--- src/rtl/biquad8_pkg.sv ---
`default_nettype none
// +---------------------------------------------------------------------------+
// | biquad8_pkg : register map, coefficient width and loader FSM states shared |
// | by the biquad8 coefficient loader.                     Revision: 1.0       |
// +---------------------------------------------------------------------------+
package biquad8_pkg;

    localparam logic [6:0] REG_UPDATE  = 7'h00;
    localparam logic [6:0] REG_FIR     = 7'h04;
    localparam logic [6:0] REG_IIR     = 7'h08;
    localparam logic [6:0] REG_INC     = 7'h0C;
    localparam logic [6:0] REG_POLEFIR = 7'h10;

    localparam int COEF_W   = 18;
    localparam int WB_ADR_W = 7;
    localparam int ENTRY_W  = WB_ADR_W + COEF_W;

    typedef enum logic [2:0] {
        ST_IDLE   = 3'd0,
        ST_FETCH  = 3'd1,
        ST_WRITE  = 3'd2,
        ST_GAP    = 3'd3,
        ST_UPDATE = 3'd4,
        ST_DONE   = 3'd5
    } state_e;

endpackage
`default_nettype wire

--- src/rtl/biquad8_coeff_table.sv ---
`default_nettype none
// +---------------------------------------------------------------------------+
// | biquad8_coeff_table : DEPTH x WIDTH simple dual-port RAM, registered read. |
// |                                                        Revision: 1.0       |
// +---------------------------------------------------------------------------+
module biquad8_coeff_table #(
    parameter int DEPTH = 32,
    parameter int AW    = 5,
    parameter int WIDTH = 25
) (
    input  logic             clk,
    input  logic             i_wr_en,
    input  logic [AW-1:0]    i_wr_addr,
    input  logic [WIDTH-1:0] i_wr_data,
    input  logic [AW-1:0]    i_rd_addr,
    output logic [WIDTH-1:0] o_rd_data
);

    logic [WIDTH-1:0] mem_q [DEPTH];
    logic [WIDTH-1:0] rd_data_q;

    // Contents are deliberately not reset; the host reloads them as needed.
    always_ff @(posedge clk) begin
        if (i_wr_en) begin
            mem_q[i_wr_addr] <= i_wr_data;
        end
        rd_data_q <= mem_q[i_rd_addr];
    end

    assign o_rd_data = rd_data_q;

endmodule
`default_nettype wire

--- src/rtl/biquad8_coeff_loader.sv ---
`default_nettype none
// +---------------------------------------------------------------------------+
// | biquad8_coeff_loader : WISHBONE master replaying a stored coefficient      |
// | program into the biquad8 wrapper control target.       Revision: 1.0       |
// +---------------------------------------------------------------------------+
module biquad8_coeff_loader
    import biquad8_pkg::*;
#(
    parameter int DEPTH      = 32,
    parameter int AW         = 5,
    parameter int TIMEOUT    = 255,
    parameter int GAP_CYCLES = 2
) (
    input  logic          wb_clk_i,
    input  logic          wb_rst_i,
    input  logic          tbl_wr_i,
    input  logic [AW-1:0] tbl_adr_i,
    input  logic [24:0]   tbl_dat_i,
    input  logic          start_i,
    input  logic [AW:0]   len_i,
    input  logic          auto_update_i,
    output logic          busy_o,
    output logic          done_o,
    output logic          timeout_o,
    output logic          m_wb_cyc_o,
    output logic          m_wb_stb_o,
    output logic          m_wb_we_o,
    output logic [6:0]    m_wb_adr_o,
    output logic [31:0]   m_wb_dat_o,
    output logic [3:0]    m_wb_sel_o,
    input  logic          m_wb_ack_i,
    input  logic          m_wb_err_i
);

    localparam int                TCNT_W   = $clog2(TIMEOUT + 1);
    localparam int                GAP_W    = (GAP_CYCLES > 1) ? $clog2(GAP_CYCLES) : 1;
    localparam logic [AW:0]       LEN_MAX  = (AW + 1)'(DEPTH);
    localparam logic [TCNT_W-1:0] TCNT_MAX = TCNT_W'(TIMEOUT);
    localparam logic [GAP_W-1:0]  GAP_LAST = GAP_W'(GAP_CYCLES - 1);

    state_e              state_q, state_d;
    logic [AW:0]         idx_q, idx_d;
    logic [AW:0]         len_q, len_d;
    logic                auto_q, auto_d;
    logic [TCNT_W-1:0]   tcnt_q, tcnt_d;
    logic [GAP_W-1:0]    gcnt_q, gcnt_d;
    logic                cyc_q, cyc_d;
    logic                busy_q, busy_d;
    logic                done_q, done_d;
    logic                tout_q, tout_d;

    logic [AW:0]         w_len_clamped;
    logic [ENTRY_W-1:0]  w_entry;
    logic                w_in_write;
    logic                w_in_update;

    biquad8_coeff_table #(
        .DEPTH (DEPTH),
        .AW    (AW),
        .WIDTH (ENTRY_W)
    ) u_table (
        .clk       (wb_clk_i),
        .i_wr_en   (tbl_wr_i && !busy_q),
        .i_wr_addr (tbl_adr_i),
        .i_wr_data (tbl_dat_i),
        .i_rd_addr (idx_q[AW-1:0]),
        .o_rd_data (w_entry)
    );

    assign w_len_clamped = (len_i > LEN_MAX) ? LEN_MAX : len_i;

    always_comb begin
        state_d = state_q;
        idx_d   = idx_q;
        len_d   = len_q;
        auto_d  = auto_q;
        tcnt_d  = '0;
        gcnt_d  = '0;
        cyc_d   = cyc_q;
        busy_d  = busy_q;
        done_d  = 1'b0;
        tout_d  = tout_q;

        unique case (state_q)
            ST_IDLE: begin
                if (start_i) begin
                    len_d  = w_len_clamped;
                    auto_d = auto_update_i;
                    tout_d = 1'b0;
                    idx_d  = '0;
                    busy_d = 1'b1;
                    if (w_len_clamped != '0) begin
                        state_d = ST_FETCH;
                    end else if (auto_update_i) begin
                        state_d = ST_UPDATE;
                        cyc_d   = 1'b1;
                    end else begin
                        state_d = ST_DONE;
                    end
                end
            end
            ST_FETCH: begin
                state_d = ST_WRITE;
                cyc_d   = 1'b1;
            end
            ST_WRITE, ST_UPDATE: begin
                // err outranks a coincident ack; a late ack at the limit still completes
                if (m_wb_err_i || (!m_wb_ack_i && (tcnt_q == TCNT_MAX))) begin
                    cyc_d   = 1'b0;
                    tout_d  = 1'b1;
                    busy_d  = 1'b0;
                    state_d = ST_IDLE;
                end else if (m_wb_ack_i) begin
                    cyc_d = 1'b0;
                    if (state_q == ST_WRITE) begin
                        idx_d   = idx_q + 1'b1;
                        state_d = ST_GAP;
                    end else begin
                        state_d = ST_DONE;
                    end
                end else begin
                    tcnt_d = tcnt_q + 1'b1;
                end
            end
            ST_GAP: begin
                if (gcnt_q == GAP_LAST) begin
                    if (idx_q < len_q) begin
                        state_d = ST_FETCH;
                    end else if (auto_q) begin
                        state_d = ST_UPDATE;
                        cyc_d   = 1'b1;
                    end else begin
                        state_d = ST_DONE;
                    end
                end else begin
                    gcnt_d = gcnt_q + 1'b1;
                end
            end
            ST_DONE: begin
                state_d = ST_IDLE;
                busy_d  = 1'b0;
                done_d  = 1'b1;
            end
            default: begin
                state_d = ST_IDLE;
            end
        endcase
    end

    always_ff @(posedge wb_clk_i) begin
        if (wb_rst_i) begin
            state_q <= ST_IDLE;
            idx_q   <= '0;
            len_q   <= '0;
            auto_q  <= 1'b0;
            tcnt_q  <= '0;
            gcnt_q  <= '0;
            cyc_q   <= 1'b0;
            busy_q  <= 1'b0;
            done_q  <= 1'b0;
            tout_q  <= 1'b0;
        end else begin
            state_q <= state_d;
            idx_q   <= idx_d;
            len_q   <= len_d;
            auto_q  <= auto_d;
            tcnt_q  <= tcnt_d;
            gcnt_q  <= gcnt_d;
            cyc_q   <= cyc_d;
            busy_q  <= busy_d;
            done_q  <= done_d;
            tout_q  <= tout_d;
        end
    end

    assign w_in_write  = (state_q == ST_WRITE);
    assign w_in_update = (state_q == ST_UPDATE);

    assign busy_o     = busy_q;
    assign done_o     = done_q;
    assign timeout_o  = tout_q;
    assign m_wb_cyc_o = cyc_q;
    assign m_wb_stb_o = cyc_q;
    assign m_wb_we_o  = cyc_q;

    // Entry data comes straight off the RAM read register, which holds while idx is stable.
    assign m_wb_adr_o = w_in_write ? (w_entry[ENTRY_W-1:COEF_W] & 7'h7C) : REG_UPDATE;
    assign m_wb_dat_o = w_in_write  ? {{(32 - COEF_W){1'b0}}, w_entry[COEF_W-1:0]} :
                        w_in_update ? 32'h1 : 32'h0;
    assign m_wb_sel_o = w_in_write  ? 4'hF :
                        w_in_update ? 4'h1 : 4'h0;

endmodule
`default_nettype wire

--- config.mk ---
export PLATFORM = sky130hd
export DESIGN_NAME = biquad8_coeff_loader
export DESIGN_NICKNAME = d
export VERILOG_FILES = /design/src/rtl/biquad8_pkg.sv /design/src/rtl/biquad8_coeff_table.sv /design/src/rtl/biquad8_coeff_loader.sv
export SDC_FILE = /design/constraint.sdc
export NUM_CORES = 1
export LEC_CHECK = 0
export ABC_AREA = 1
export CAP_MARGIN = 20
export CORE_UTILIZATION = 40
export DETAILED_ROUTE_END_ITERATION = 10
export GPL_TIMING_DRIVEN = 1
export PLACE_DENSITY = 0.56
export SYNTH_ARGS = -nofsm -noshare
export SYNTH_HDL_FRONTEND = slang
export SYNTH_HIERARCHICAL = 1
export SYNTH_SLANG_ARGS = --single-unit
--- constraint.sdc ---
create_clock -name wb_clk_i -period 3.6 [get_ports wb_clk_i]
set_clock_uncertainty 0.05 [all_clocks]
set_input_delay 0.9 -clock wb_clk_i [delete_from_list [all_inputs] [get_ports wb_clk_i]]
set_output_delay 0.9 -clock wb_clk_i [all_outputs]
set_load 0.02 [all_outputs]
==> results.txt, run 1 <==
----------------------------------------------------
[Timing]
  Maximum clock frequency ... 290 MHz
  Setup TNS ... 0 ns
  Final period util ... a little over nine tenths
  Final setup viols ... 0
  Number of failing hold endpoints at the final stage ... 0
  Setup repair after global routing missed its margin ... false
  Slew of the pin with the lowest slew margin ... approximately 1.5 ns
  Max transition margin ... -0.919%
  Minimum clock period ... ~3.5 ns
  Final Max Slew Viols ... 26
  Hold slack final ... just over 0.4 ns

[Floorplan]
  Initial core utilization ... 40.5%
  Placement row count ... 104
  Vert. Die Dim ... 288 µm
  Core area ... 80,700 µm²
  Width of the die ... 288 µm
  Overall die area ... 82,700 µm²
  I/O pin count ... 92

[CTS]
  Clock transition at the registers of the reported paths ... about 0.060 ns
  CTS hold repair buffers ... 0
  Clock tree from TritonCTS ... yes
  Clock tree buffer depth ... 3
  Number of instances resized during post-cts repair ... 0
  Post-CTS setup buffer count ... 0
  Clock tree sinks ... ~790
  CTS root buf ... clkbuf_16
  H-tree Lvls ... 3
  Clock latency reported for the late side of the worst-skew pair ... 0.64 ns
  Total CTS buffers ... 83

[Critical path]
  Critical-path maximum fanout ... 26
  Data arrival time of the critical path ... 2.50 ns
  Worst setup path endpoint ... m_wb_dat_o[0]
  Register-to-register setup slack ... 0.89 ns
  Depth of the most critical reg-to-reg path ... 9
  Endpoint of the most critical register-to-register path ... u_table/o_rd_data[24]$_DFF_P_
  Endpoint required time on the critical path ... 2.65 ns
  Startpoint of the worst register-to-register path ... idx_q[0]$_SDFFE_PP0P_
  Critical path type ... reg2out
  Element type at the critical path end ... primary output
  Critical path launch point type ... flop
  Critical Path Source ... state_q[1]$_SDFFE_PP0P_

[Cells and area]
  Final antenna diode count ... 0
  Fill cells ... 7,261
  Number of non-filler instances in the completed layout ... 4,065
  NumNets Final ... 2,984
  Ratio of cells with drive above 1 in the final layout ... under 10%
  Final std cell area, no fill ... about 37,000 µm²
  Final design utilization ... between 40% and 50%
  Area Growth Syn to Fin ... 14.5%

[Detailed routing]
  Remaining design rule violation count ... 24
  Detail Route Antenna Nets ... 0
  WL per Instance ... about 21 µm
  Wire length after detailed routing ... 85,500 µm
  Via total after detailed routing ... about 21,000
  Number of design-rule violations left by the first detailed-router iteration ... 1,871
  Vias per Instance ... approximately 5.2
  Number of search-and-repair iterations in the first detailed-routing pass ... 10

[GRT]
  Initial antenna violation count ... 4
  GRT overflow ... 0
  Overall routing resource usage ... 20.7%
  Via count of the first global-routing pass ... between 20,000 and 25,000
  First-pass GRT wire length ... around 130,000 µm
  Largest net degree at the start of global routing ... 231

[Status]
  Failing checks ... design-rule violations, max-slew violations
  Outcome ... complete, but fails checks

[Power and ir drop]
  Switching pwr ... 4630 µW
  Power density over cell area ... ~540 nW/µm²
  Leak ... 0.0136 µW
  Internal ... 15,400 µW
  Switching share of power ... 23.1%
  Peak supply drop ... ~0.62 mV
  Sequential group share of total power ... about half
  Clock network fraction of total power ... 42.1%
  Comb pwr share ... 7.1%

[Place]
  Routability congestion estimate from global placement ... 0.854
  Port-buffer cells ... 73
  Cell count after placement ... 3,909
  DP Wirelength ... 47,700 µm
  Post-place instance area ... 34,700 µm²

[Job]
  Max-capacitance violation count ... 0

[Synthesis]
  Number of instances in the synthesized netlist ... 2,868
  Cell Area, Synth ... 32,600 µm²
  Yosys warning total ... 6
  Post-synthesis average cell area ... 11.4 µm²

[Worst hold path]
  Hold Path Class ... reg2reg

----------------------------------------------------
==> flip-flops by register name, summed over array words and instances, names as in the netlist <==
register / count
len_q: 6
auto_q: 1
busy_o: 1
state_q: 3
gcnt_q: 1
idx_q: 6
u_table/mem_q: 736
done_o: 1
u_table/o_rd_data: 23
m_wb_cyc_o: 1
timeout_o: 1
tcnt_q: 8
==> power groups by stage <==
stage / Sequential, µW / Combinational (µW) / Clock, µW
finish: 10200 / 1410 / 8420
global route: 10200 / 1550 / 8920
CTS: 10200 / 1420 / 8580
detailed placement: 10400 / 1410 / 0
global placement: 10400 / 1380 / 0
floorplan: 10400 / 887 / 0
==> critical path, stage by stage, from the launching register on <==
cell,delay [ns]
dfxtp_1,0.51
nand3_4,0.42
inv_2,0.21
nand2_1,0.07
nand2_1,0.07
clkdlybuf4s50_1,0.60
==> per-layer routing <==
| layer | part of all wire [%] | up-vias | GRT usage (%) | wire [µm] |
|---|---|---|---|---|
| met1 | 43 | 10427 | 28.8 | 37200 |
| met2 | 48 | 766 | 33.8 | 40900 |
| li1 | - | 9959 | - | - |
| met5 | 0.044 | - | 0 | 38 |
| met4 | 2.4 | 6 | 5.86 | 2050 |
| met3 | 6.3 | 127 | 3.08 | 5400 |
==> worst min path at each step <==
stage                                 from                     end  slack (ns)  depth (start not counted)
finish              timeout_o$_SDFFE_PP0P_  timeout_o$_SDFFE_PP0P_        0.41                          2
global placement      tcnt_q[0]$_SDFF_PP0_    tcnt_q[0]$_SDFF_PP0_        0.39                          1
detailed placement  timeout_o$_SDFFE_PP0P_  timeout_o$_SDFFE_PP0P_        0.40                          2
CTS                 timeout_o$_SDFFE_PP0P_  timeout_o$_SDFFE_PP0P_        0.41                          2
global route        timeout_o$_SDFFE_PP0P_  timeout_o$_SDFFE_PP0P_        0.42                          2
floorplan             tcnt_q[0]$_SDFF_PP0_    tcnt_q[0]$_SDFF_PP0_        0.38                          1
==> cell usage in the layout (no fill, tap or decap), drive strengths merged, types with 2 or more instances in the layout <==
| cell | instances |
|---|---|
| xor2 | 5 |
| o21ai | 6 |
| clkbuf | 108 |
| nand3 | 582 |
| buf | 94 |
| inv | 70 |
| nand2 | 1092 |
| nand4 | 2 |
| bufinv | 6 |
| edfxtp | 736 |
| clkdlybuf4s50 | 68 |
| o211ai | 2 |
| conb | 16 |
| a21oi | 17 |
| dfxtp | 52 |
| a211oi | 2 |
| a22oi | 2 |
| nor2 | 90 |
| nor3 | 2 |
| ha | 7 |
| clkinv | 40 |
==> layout make-up <==
type,count,area [µm²],share of cell area [%]
multi-input cells,1830,8130,21.8
repair buffers,162,1760,4.72
inverters,69,284,0.760
clock buffers,108,2210,5.92
clock inverters,48,497,1.33
flip-flops and latches,788,23200,62.0
well taps,1060,1330,3.55
==> metrics by stage <==
stage               setup WS [ns]  total power (µW)
CTS                        0.0701             20200
global placement            0.595             11700
global route               0.0230             20600
finish                      0.147             20000
floorplan                   0.784             11300
detailed placement          0.619             11800
No activity file was read; power rests on OpenSTA's default activity.
==> run 2, diff against run 1 <==
clock period = 4.4 ns   (was 3.6 ns; I/O delays follow)
==> results.txt, run 2 (synthesized netlist as in run 1, its figures left out) <==
----------------------------------------------------
[Critical path]
  Depth of the most critical reg-to-reg path ... 10 (was 9)
  Element type at the critical path end ... primary output (unchanged)
  Stage delay of the slowest cell on the critical path ... 0.62 ns (was 0.60 ns)
  Data arrival time of the critical path ... 2.55 ns (was 2.50 ns)
  Buf/Inv on CP ... 2 (unchanged)
  Startpoint of the worst register-to-register path ... idx_q[0]$_SDFFE_PP0P_ (unchanged)
  Register-to-register setup slack ... 1.44 ns (was 0.89 ns)
  Slowest cell on the critical path ... clkdlybuf4s50_1 (unchanged)
  Endpoint required time on the critical path ... 3.25 ns (was 2.65 ns)
  Critical-path maximum fanout ... 26 (unchanged)
  Endpoint of the most critical register-to-register path ... u_table/o_rd_data[8]$_DFF_P_ (was u_table/o_rd_data[24]$_DFF_P_)
  Most frequent cell on the critical path ... nand2_1 (unchanged)
  Cell family contributing the most delay on the critical path ... buffers and inverters (unchanged)
  Critical path, cell by cell ... nand3_4 > inv_1 > nand2_1 > nand2_1 > clkdlybuf4s50_1 (was nand3_4 > inv_2 > nand2_1 > nand2_1 > clkdlybuf4s50_1)
  Critical path launch point type ... flop (unchanged)
  Critical path type ... reg2out (unchanged)

[GRT]
  Largest net degree at the start of global routing ... 206 (was 231)
  Initial antenna violation count ... 1 (was 4)
  GRT overflow ... 0 (unchanged)
  Via count of the first global-routing pass ... 20,461 (was 20,392)
  Overall routing resource usage ... 20.3% (was 20.7%)
  First-pass GRT wire length ... 125,000 µm (was 128,000 µm)

[Cells and area]
  Fill cells ... 7,333 (was 7,261)
  NumNets Final ... 2,980 (was 2,984)
  Number of flip-flops under the largest register name ... 736 (unchanged)
  Ratio of cells with drive above 1 in the final layout ... 9.15% (was 9.38%)
  Largest register by flop count ... u_table/mem_q (unchanged)
  Final design utilization ... 46.2% (was 46.3%)
  Most frequent cells in the layout ... 1,083 x nand2_1, 736 x edfxtp_1, 581 x nand3_1, 85 x clkbuf_16, 71 x clkdlybuf4s50_1 (was 1,083 x nand2_1, 736 x edfxtp_1, 581 x nand3_1, 83 x clkbuf_16, 68 x clkdlybuf4s50_1)
  Area Growth Syn to Fin ... 14.2% (was 14.5%)
  Most common cell after layout, fill and taps aside ... nand2_1 (unchanged)

[Place]
  Worst slack at placement ... 0.813 ns (was 0.619 ns)
  Port-buffer cells ... 73 (unchanged)
  DP Wirelength ... 46,700 µm (was 47,700 µm)
  Routability congestion estimate from global placement ... 0.841 (was 0.854)

[Detailed routing]
  Detail Route Antenna Nets ... 0 (unchanged)
  Number of search-and-repair iterations in the first detailed-routing pass ... 8 (was 10)
  WL per Instance ... 20.6 µm (was 21.0 µm)
  Via total after detailed routing ... 21,199 (was 21,285)
  Wire length after detailed routing ... 83,700 µm (was 85,500 µm)
  Number of design-rule violations left by the first detailed-router iteration ... 1,972 (was 1,871)
  Vias per Instance ... 5.23 (was 5.24)
  Remaining design rule violation count ... 48 (was 24)

[Timing]
  Maximum clock frequency ... 270 MHz
  Final period util ... 84.0%
  Slew of the pin with the lowest slew margin ... 1.06 ns (was 1.51 ns)
  Setup TNS ... 0 ns (unchanged)
  Setup slack of the critical path after layout ... 0.702 ns (was 0.147 ns)
  Max transition margin ... 29.5% (was -0.919%)
  Minimum clock period ... 3.70 ns
  Setup repair after global routing missed its margin ... false (unchanged)
  Number of failing hold endpoints at the final stage ... 0 (unchanged)
  Final Max Slew Viols ... 0 (was 26)
  Final setup viols ... 0 (unchanged)

[CTS]
  CTS root buf ... clkbuf_16 (unchanged)
  Clock tree buffer depth ... 3 (unchanged)
  Clock tree from TritonCTS ... yes (unchanged)
  Total CTS buffers ... 83 (unchanged)
  Number of instances resized during post-cts repair ... 0 (unchanged)
  CTS hold repair buffers ... 0 (unchanged)
  Post-CTS setup buffer count ... 0 (unchanged)
  Clock latency reported for the late side of the worst-skew pair ... 0.63 ns (was 0.64 ns)
  Clock tree sinks ... 788 (unchanged)
  Clock transition at the registers of the reported paths ... 0.06 ns (about the same)
  H-tree Lvls ... 3 (unchanged)

[Floorplan]
  Width of the die ... 288 µm (unchanged)
  Core area ... 80,700 µm² (unchanged)
  Vert. Die Dim ... 288 µm (unchanged)
  I/O pin count ... 92 (unchanged)
  Placement row count ... 104 (unchanged)
  Initial core utilization ... 40.5% (unchanged)
  Overall die area ... 82,700 µm² (unchanged)

[Power and ir drop]
  Power density over cell area ... 447 nW/µm² (was 535 nW/µm²)
  Peak supply drop ... 0.314 mV (was 0.624 mV)
  Leak ... 0.0136 µW (about the same)

[Status]
  Outcome ... complete, but fails checks (unchanged)
  Failing checks ... design-rule violations (was design-rule violations, max-slew violations)

[Job]
  Max-capacitance violation count ... 0 (unchanged)

[Worst hold path]
  Launch point of the worst hold path ... timeout_o$_SDFFE_PP0P_ (unchanged)
  Hold path cells ... 2 (unchanged)
  Hold Path Class ... reg2reg (unchanged)
  Worst Hold End ... timeout_o$_SDFFE_PP0P_ (unchanged)

----------------------------------------------------
## run 2: report_power, final
part	internal, µW	switching (µW)	leakage, µW	total [µW]
clock network	4350	2840	0.00136	7190
registers	8280	45.9	0.00706	8320
logic	348	793	0.00517	1140
## run 2: worst max path at each step
stage                                  from                              to  cells after the start
global placement                   tbl_wr_i  u_table/mem_q[12][9]$_DFFE_PP_                      6
detailed placement                 tbl_wr_i  u_table/mem_q[12][8]$_DFFE_PP_                      6
finish              state_q[1]$_SDFFE_PP0P_                   m_wb_dat_o[0]                      5
floorplan                          tbl_wr_i  u_table/mem_q[27][0]$_DFFE_PP_                      4
global route        state_q[1]$_SDFFE_PP0P_                   m_wb_dat_o[0]                      5
CTS                 state_q[1]$_SDFFE_PP0P_                   m_wb_dat_o[0]                      5
## run 2: worst reg2reg max path: stages, from the launching register on
cell and delay (ns):
dfxtp_4 0.58, clkinv_8 0.44, buf_4 0.90, nand2_1 0.08, nand3_1 0.06, nand3_1 0.15
nand2_1 0.12, nand2_1 0.08, nand2_1 0.06, nand2_1 0.17, nand2_1 0.14
## run 2: final cells by class
type,instances,area (µm²),area share [%]
sequential,788,23200,62.1
multi-input combinational,1830,8130,21.8
clock buffer,108,2240,6.00
timing repair buffer,158,1600,4.29
tap,1060,1330,3.56
clock inverter,41,549,1.47
inverter,69,284,0.762
antenna,1,2.50,0.00671
## run 2: layer usage
| layer | global-route usage (%) | up-vias | wire length, µm |
|---|---|---|---|
| met1 | 28.3 | 10442 | 36700 |
| met4 | 6.17 | 0 | 1970 |
| met5 | 0 | - | 0 |
| met2 | 32.5 | 710 | 39200 |
| met3 | 3.38 | 110 | 5860 |
| li1 | - | 9937 | - |
## run 2: metrics by stage
stage	hold slack, ns	total power (µW)	std cells	area (µm²)
after CTS	0.399	16800	4050	37200
after detailed placement	0.390	9610	3901	34400
after global routing	0.419	17100	4054	37300
final	0.397	16700	4055	37300
after floorplan	0.380	9210	2883	32700
after global placement	0.390	9580	3901	34400
